<file path="src/rtl/keylock_pkg.sv">
// Shared definitions for the keypad code sequencer: key width, default
// digit count, state encodings and the powers-of-ten table.
package keylock_pkg;

    localparam int KEY_W              = 4;
    localparam int NUM_DIGITS_DEFAULT = 6;

    // Sequencer states, walked through in this order for a successful code
    typedef enum logic [2:0] {
        ST_IDLE,
        ST_CONV,
        ST_EMIT,
        ST_GAP,
        ST_FINISH
    } seq_state_e;

    // Digit extractor states
    typedef enum logic {
        EX_IDLE,
        EX_RUN
    } ext_state_e;

    // 10^k for k = 0..9; element [k] holds 10^k, so NUM_DIGITS must stay <= 9
    localparam logic [9:0][31:0] POW10 = {
        32'd1000000000,
        32'd100000000,
        32'd10000000,
        32'd1000000,
        32'd100000,
        32'd10000,
        32'd1000,
        32'd100,
        32'd10,
        32'd1
    };

endpackage

</file>
<file path="src/rtl/digit_extract.sv">
// Binary-to-decimal digit extraction by repeated subtraction, MSD first.
// Each position costs (digit + 1) cycles: one per subtraction plus one to
// store the digit and move on. The caller must only start it with
// code < 10^NUM_DIGITS, otherwise the top digit counter would overflow.
module digit_extract
    import keylock_pkg::*;
#(
    parameter int NUM_DIGITS = NUM_DIGITS_DEFAULT
) (
    input  logic                              hwclk,
    input  logic                              reset,
    input  logic                              start,
    input  logic [31:0]                       code,
    output logic                              done,
    output logic [NUM_DIGITS-1:0][KEY_W-1:0]  digits
);

    localparam int POS_W = (NUM_DIGITS > 1) ? $clog2(NUM_DIGITS) : 1;

    ext_state_e                        state_q, state_d;
    logic [31:0]                       rem_q, rem_d;
    logic [POS_W-1:0]                  pos_q, pos_d;
    logic [KEY_W-1:0]                  cnt_q, cnt_d;
    logic [NUM_DIGITS-1:0][KEY_W-1:0]  digits_q, digits_d;
    logic                              done_q, done_d;
    logic [31:0]                       pow_sel;

    // Next-state logic: load on start, then subtract or advance one step per cycle
    always_comb begin
        state_d  = state_q;
        rem_d    = rem_q;
        pos_d    = pos_q;
        cnt_d    = cnt_q;
        digits_d = digits_q;
        done_d   = 1'b0;
        pow_sel  = POW10[pos_q];
        case (state_q)
            EX_IDLE: begin
                if (start) begin
                    rem_d    = code;
                    pos_d    = POS_W'(NUM_DIGITS - 1);
                    cnt_d    = '0;
                    digits_d = '0;
                    state_d  = EX_RUN;
                end
            end
            EX_RUN: begin
                if (rem_q >= pow_sel) begin
                    rem_d = rem_q - pow_sel;
                    cnt_d = cnt_q + 1'b1;
                end else begin
                    digits_d[pos_q] = cnt_q;
                    cnt_d           = '0;
                    if (pos_q == '0) begin
                        done_d  = 1'b1;
                        state_d = EX_IDLE;
                    end else begin
                        pos_d = pos_q - 1'b1;
                    end
                end
            end
            default: state_d = EX_IDLE;
        endcase
    end

    // Extraction registers, cleared asynchronously by reset
    always_ff @(posedge hwclk or posedge reset) begin
        if (reset) begin
            state_q  <= EX_IDLE;
            rem_q    <= '0;
            pos_q    <= '0;
            cnt_q    <= '0;
            digits_q <= '0;
            done_q   <= 1'b0;
        end else begin
            state_q  <= state_d;
            rem_q    <= rem_d;
            pos_q    <= pos_d;
            cnt_q    <= cnt_d;
            digits_q <= digits_d;
            done_q   <= done_d;
        end
    end

    assign done   = done_q;
    assign digits = digits_q;

endmodule

</file>
<file path="src/rtl/key_sequencer.sv">
// Turns a binary code into a sequence of keypad strobes (keys 1..9), one
// per decimal digit MSD first, separated by GAP_CYCLES idle cycles. The
// whole code is validated before the first strobe so a sequence is either
// emitted completely or not at all. All outputs come straight from flops.
module key_sequencer
    import keylock_pkg::*;
#(
    parameter int NUM_DIGITS = NUM_DIGITS_DEFAULT,
    parameter int GAP_CYCLES = 1200000
) (
    input  logic              hwclk,
    input  logic              reset,
    input  logic              start,
    input  logic [31:0]       code,
    output logic [KEY_W-1:0]  button,
    output logic              bstate,
    output logic              busy,
    output logic              done,
    output logic              error
);

    localparam int              POS_W      = (NUM_DIGITS > 1) ? $clog2(NUM_DIGITS) : 1;
    localparam int              GAP_W      = (GAP_CYCLES > 0) ? $clog2(GAP_CYCLES + 1) : 1;
    localparam logic [GAP_W-1:0] GAP_LAST  = (GAP_CYCLES > 0) ? GAP_W'(GAP_CYCLES - 1) : '0;
    localparam bit              HAS_GAP    = (GAP_CYCLES > 0);
    localparam logic [31:0]     CODE_LIMIT = POW10[NUM_DIGITS];

    seq_state_e                        state_q, state_d;
    logic [KEY_W-1:0]                  button_q, button_d;
    logic                              bstate_q, bstate_d;
    logic                              busy_q, busy_d;
    logic                              done_q, done_d;
    logic                              error_q, error_d;
    logic [POS_W-1:0]                  idx_q, idx_d;
    logic [GAP_W-1:0]                  gap_cnt_q, gap_cnt_d;
    logic [POS_W-1:0]                  idx_dec;
    logic                              ext_start;
    logic                              ext_done;
    logic [NUM_DIGITS-1:0][KEY_W-1:0]  ext_digits;
    logic                              any_zero;

    digit_extract #(
        .NUM_DIGITS (NUM_DIGITS)
    ) u_extract (
        .hwclk  (hwclk),
        .reset  (reset),
        .start  (ext_start),
        .code   (code),
        .done   (ext_done),
        .digits (ext_digits)
    );

    // A zero digit has no key on the 3x3 pad, which rejects the whole code
    always_comb begin
        any_zero = 1'b0;
        for (int k = 0; k < NUM_DIGITS; k++) begin
            if (ext_digits[k] == '0) begin
                any_zero = 1'b1;
            end
        end
    end

    // Sequencer next state; strobe and key are set on the transition into EMIT
    always_comb begin
        state_d   = state_q;
        button_d  = button_q;
        bstate_d  = 1'b0;
        busy_d    = busy_q;
        done_d    = 1'b0;
        error_d   = error_q;
        idx_d     = idx_q;
        gap_cnt_d = gap_cnt_q;
        ext_start = 1'b0;
        idx_dec   = idx_q - 1'b1;
        case (state_q)
            ST_IDLE: begin
                if (start) begin
                    busy_d = 1'b1;
                    if (code < CODE_LIMIT) begin
                        error_d   = 1'b0;
                        ext_start = 1'b1;
                        state_d   = ST_CONV;
                    end else begin
                        error_d = 1'b1;
                        state_d = ST_FINISH;
                    end
                end
            end
            ST_CONV: begin
                if (ext_done) begin
                    if (any_zero) begin
                        error_d = 1'b1;
                        state_d = ST_FINISH;
                    end else begin
                        idx_d    = POS_W'(NUM_DIGITS - 1);
                        button_d = ext_digits[NUM_DIGITS-1];
                        bstate_d = 1'b1;
                        state_d  = ST_EMIT;
                    end
                end
            end
            ST_EMIT: begin
                if (HAS_GAP) begin
                    gap_cnt_d = '0;
                    state_d   = ST_GAP;
                end else if (idx_q == '0) begin
                    state_d = ST_FINISH;
                end else begin
                    idx_d    = idx_dec;
                    button_d = ext_digits[idx_dec];
                    bstate_d = 1'b1;
                end
            end
            ST_GAP: begin
                if (gap_cnt_q == GAP_LAST) begin
                    gap_cnt_d = '0;
                    if (idx_q == '0) begin
                        state_d = ST_FINISH;
                    end else begin
                        idx_d    = idx_dec;
                        button_d = ext_digits[idx_dec];
                        bstate_d = 1'b1;
                        state_d  = ST_EMIT;
                    end
                end else begin
                    gap_cnt_d = gap_cnt_q + 1'b1;
                end
            end
            ST_FINISH: begin
                done_d  = 1'b1;
                busy_d  = 1'b0;
                state_d = ST_IDLE;
            end
            default: state_d = ST_IDLE;
        endcase
    end

    // State and output registers, cleared asynchronously by reset
    always_ff @(posedge hwclk or posedge reset) begin
        if (reset) begin
            state_q   <= ST_IDLE;
            button_q  <= '0;
            bstate_q  <= 1'b0;
            busy_q    <= 1'b0;
            done_q    <= 1'b0;
            error_q   <= 1'b0;
            idx_q     <= '0;
            gap_cnt_q <= '0;
        end else begin
            state_q   <= state_d;
            button_q  <= button_d;
            bstate_q  <= bstate_d;
            busy_q    <= busy_d;
            done_q    <= done_d;
            error_q   <= error_d;
            idx_q     <= idx_d;
            gap_cnt_q <= gap_cnt_d;
        end
    end

    assign button = button_q;
    assign bstate = bstate_q;
    assign busy   = busy_q;
    assign done   = done_q;
    assign error  = error_q;

endmodule

</file>
<file path="config.mk">
export PLATFORM = sky130hd
export DESIGN_NAME = key_sequencer
export DESIGN_NICKNAME = d
export VERILOG_FILES = /design/src/rtl/keylock_pkg.sv /design/src/rtl/digit_extract.sv /design/src/rtl/key_sequencer.sv
export SDC_FILE = /design/constraint.sdc
export NUM_CORES = 1
export LEC_CHECK = 0
export ABC_AREA = 1
export CELL_PAD_IN_SITES_DETAIL_PLACEMENT = 1
export CELL_PAD_IN_SITES_GLOBAL_PLACEMENT = 1
export CORE_ASPECT_RATIO = 0.6
export CORE_UTILIZATION = 35
export CTS_CLUSTER_DIAMETER = 50
export DETAILED_ROUTE_END_ITERATION = 12
export GPL_TIMING_DRIVEN = 0
export PLACE_DENSITY = 0.79
export SLEW_MARGIN = 30
export SYNTH_ARGS = -nofsm -noshare
export SYNTH_HDL_FRONTEND = slang
export SYNTH_SLANG_ARGS = --single-unit
</file>
<file path="constraint.sdc">
create_clock -name hwclk -period 7.4 [get_ports hwclk]
set_clock_uncertainty 0.05 [all_clocks]
set_input_delay 1.48 -clock hwclk [delete_from_list [all_inputs] [get_ports hwclk]]
set_output_delay 1.48 -clock hwclk [all_outputs]
set_load 0.005 [all_outputs]
</file>
==> summary.log <==
INFO  layout         drive_gt1_share=7.305%
INFO  yosys          yosys_warnings=0
INFO  die            fp.dieW=193.3um
INFO  die            top_level_i_o_count=43
INFO  run_status     status=complete, but fails checks
INFO  worst_setup_path critical_path.startpoint_type=flip-flop
INFO  sta            timing.final.ws_setup=3.577ns
INFO  yosys          synth_top_flop_cell=sky130_fd_sc_hd__dfrtp_1
INFO  clocking       clock-sinks=100
INFO  clocking       cts_root_buffer=sky130_fd_sc_hd__clkbuf_16
INFO  layout         insertedDiodeCount=0
INFO  run            maxCapViolCount=0
INFO  yosys          syn-num-nets=1241
INFO  place          io_buffer_count=42
INFO  grt            grt_use_total=24.78%
INFO  place          post-dp-hpwl=21210um
INFO  layout         fillCellCount=2844
INFO  hold_path      hold_end=u_extract.digits[21]$_DFFE_PP0P_
INFO  drt            count_of_vias_placed_by_the_detailed_router=7914
INFO  layout         design.final.nets=1295
INFO  worst_setup_path crit_buf_inv=4
INFO  sta            timing.final.setup_violations=0
INFO  clocking       cts_post_setup_buffers_inserted=0
INFO  die            core-area=21240squm
INFO  clocking       worstSkewPairLatency=0.38ns
INFO  yosys          synth_top_area_share=32.57%
INFO  sta            post-route-period-util=51.66%
INFO  hold_path      worstHoldPathType=reg -> reg
INFO  clocking       tritoncts=done
INFO  grt            grt_first_pass_wirelength=43220um
INFO  worst_setup_path critPathMostFrequentCell=sky130_fd_sc_hd__nand2_1
INFO  hold_path      hp-start=u_extract.digits[21]$_DFFE_PP0P_
INFO  worst_setup_path worst_r2r_endpoint=u_extract.digits[6]$_DFFE_PP0P_
INFO  clocking       clkTransAtPathRegs=0.07ns
INFO  worst_setup_path cp_slowest_stage_delay=0.45ns
INFO  worst_setup_path cpMaxStageDelayCell=sky130_fd_sc_hd__fa_1
INFO  sta            grt_setup_unrepaired=no
INFO  place          post_place_cell_area=8484squm
INFO  worst_setup_path timing.critical_path.arrival=4.03ns
INFO  drt            drt-vias-per-instance=5.238
INFO  worst_setup_path critical_path.max_fanout=10
INFO  yosys          number_of_enable_type_register_cells_in_the_synthesized_netlist=0
INFO  yosys          synth.distinct_cells=49
INFO  drt            drt.antenna.violating_nets=0
INFO  sta            tightestPinTransition=0.8820ns
INFO  yosys          synth-seq-area-share=32.57%
INFO  place          routabilityCongestion=0.9161
INFO  drt            detailedRoute.firstPassIterationCount=11
INFO  yosys          post_synth_most_frequent_cells=sky130_fd_sc_hd__nand2_1 (443), sky130_fd_sc_hd__inv_1 (145), sky130_fd_sc_hd__dfrtp_1 (100)
INFO  sta            timing_hold_violations_final=0
INFO  pwr            p_leak=4.328nW
INFO  grt            grt-ovfl-total=0
INFO  place          post-place-ws=3.657ns
INFO  layout         area.sequential=2502squm
INFO  layout         multi_input_comb_area=4407squm
INFO  yosys          async_flop_share=100.0%
INFO  layout         fin_area=8806squm
INFO  grt            antenna_found_initial=0
INFO  pwr            power.density=126.7nW/um^2
INFO  sta            clock.fmax=261.6MHz
INFO  clocking       cts_buffer_depth=2
INFO  grt            grt_pass1_vias=7939
INFO  drt            drt_wl_total=26590um
INFO  yosys          mean_post_synth_cell_area=6.549squm
INFO  grt            grt_max_degree=62
INFO  layout         syn_to_final_growth=14.63%
INFO  hold_path      hold_path_depth=2
INFO  worst_setup_path crit-reg2reg-launch=u_extract.pos_q[0]$_DFFE_PP0P_
INFO  sta            setup_tns=0ns
INFO  yosys          register_bit_total_from_synthesis=100
INFO  sta            slew_violations=0
INFO  worst_setup_path critPathCaptureType=flip-flop
INFO  drt            initialDrtViolationCount=642
INFO  drt            drc=4
INFO  die            die_h=116.8um
INFO  die            die_footprint=22570squm
INFO  yosys          post-synth-top-area-cell=sky130_fd_sc_hd__dfrtp_1
INFO  sta            headroom_to_the_max_slew_limit=41.20%
INFO  die            start_util=36.17%
INFO  pwr            ir_worst_vdd=0.09233mV
INFO  drt            wire_per_inst=17.60um
INFO  worst_setup_path worstPathCellList=clkbuf_1 -> inv_1 -> ha_1 -> inv_1 -> nor2_1 -> ha_1 -> inv_1 -> fa_1 -> nand2_1 -> nand2_1 -> nand3_2 -> nand2_2 -> nand2_2 -> nand3_4 -> o21bai_4 -> nand3_1 -> nand2_1 -> nand2_1
INFO  clocking       ctsHoldBuffers=0
INFO  worst_setup_path worst_ep_required_time=7.61ns
INFO  yosys          synthCells=1173
INFO  worst_setup_path critPathKind=reg -> reg
INFO  clocking       htree_levels=3
INFO  run_status     violations_in_the_final_reports=DRC
INFO  yosys          synth.area.top_cells=sky130_fd_sc_hd__dfrtp_1 (33%), sky130_fd_sc_hd__nand2_1 (22%), sky130_fd_sc_hd__inv_1 (7.1%), sky130_fd_sc_hd__ha_1 (5.2%), sky130_fd_sc_hd__nor2_1 (4.7%)
INFO  yosys          synthMostInstantiatedCell=sky130_fd_sc_hd__nand2_1
INFO  clocking       cts_resized=0
INFO  die            num_rows=41
INFO  clocking       cts_made_buffers=9
INFO  sta            period_needed=3.823ns
INFO  worst_setup_path timing.reg2reg.worst_path_depth=18
INFO  worst_setup_path rrSetupSlack=3.58ns
INFO  worst_setup_path cpLargestDelayFamily=simple AND/OR/NAND/NOR gates
INFO  yosys          post_synth_instance_area=7682squm
## cell type report
class                           count  area share [%]
Tap cell                          279           3.964
Clock buffer                       12           3.026
Clock inverter                      4          0.6252
Buffer                             30           2.217
Sequential cell                   100           28.42
Multi-Input combinational cell    891           50.04
Timing Repair Buffer               43           5.087
Inverter                          152           6.621
## worst max path at each step
stage / slack [ns] / depth (start not counted) / end / start
floorplan: 3.25 / 1 / bstate$_DFF_PP0_ / reset
global placement: 1.40 / 2 / u_extract.rem_q[25]$_DFFE_PP0P_ / reset
detailed placement: 3.66 / 18 / u_extract.digits[6]$_DFFE_PP0P_ / u_extract.pos_q[0]$_DFFE_PP0P_
CTS: 3.63 / 18 / u_extract.digits[6]$_DFFE_PP0P_ / u_extract.pos_q[0]$_DFFE_PP0P_
global route: 3.30 / 18 / u_extract.digits[5]$_DFFE_PP0P_ / u_extract.pos_q[0]$_DFFE_PP0P_
finish: 3.58 / 18 / u_extract.digits[6]$_DFFE_PP0P_ / u_extract.pos_q[0]$_DFFE_PP0P_
## through the flow
step,total power [mW],hold WS [ns],std cells,util [%]
after CTS,1.127,0.4457,1511,41.46
final,1.116,0.4382,1511,41.46
after detailed placement,0.5945,0.4307,1495,39.95
after floorplan,0.5673,0.3919,1173,-
after global routing,1.149,0.4654,1511,41.46
after global placement,0.5918,0.4113,1494,39.80
## power by group
group	switching [mW]	leakage (nW)	internal (mW)
combinational	0.0182	2.97	0.0186
clock	0.241	0.155	0.292
sequential	0	1.21	0.546
total	0.259	4.33	0.857
## layer usage
metal  global-route usage (%)  wire length, um  vias up
met5                        0                0        -
met4                    4.693              219        0
met3                    5.169             1734       16
met2                    35.12            10380      188
met1                    38.13            14250     3864
li1                         -                -     3846
## sequential cells by signal, indices dropped and copies added (netlist names)
register,flops
u_extract.done,1
state_q,3
idx_q,3
gap_cnt_q,21
bstate,1
button,4
u_extract.pos_q,3
u_extract.state_q,1
u_extract.cnt_q,4
done,1
u_extract.digits,24
busy,1
error,1
u_extract.rem_q,32
## layout by cell type (no fill, tap or decap), drive strengths merged, types with 18 or more instances in the layout
| cell type | n |
|---|---|
| buf | 18 |
| clkbuf | 25 |
| nand3 | 73 |
| o21ai | 52 |
| nand4 | 49 |
| clkdlybuf4s50 | 42 |
| nor2 | 107 |
| ha | 32 |
| a21oi | 30 |
| dfrtp | 100 |
| nand2 | 466 |
| inv | 152 |
## kinds of logic after synthesis
logic type	share of synthesized area, %
buf+inv	10.07
compound gates	7.687
mux	0.1466
simple gates	42.23
xor+xnor	1.824
fa+ha+maj	5.472
flops	32.57
## worst reg2reg max path, delay by kind of cell (launching register included)
family                     cells  cell delay, ns
AOI/OAI and AO/OA              1            0.31
DFF                            1            0.44
adders and majority gates      3            0.90
buffers and inverters          4            0.67
and+or+nand+nor               10            1.37
No activity file was read; power rests on OpenSTA's default activity.
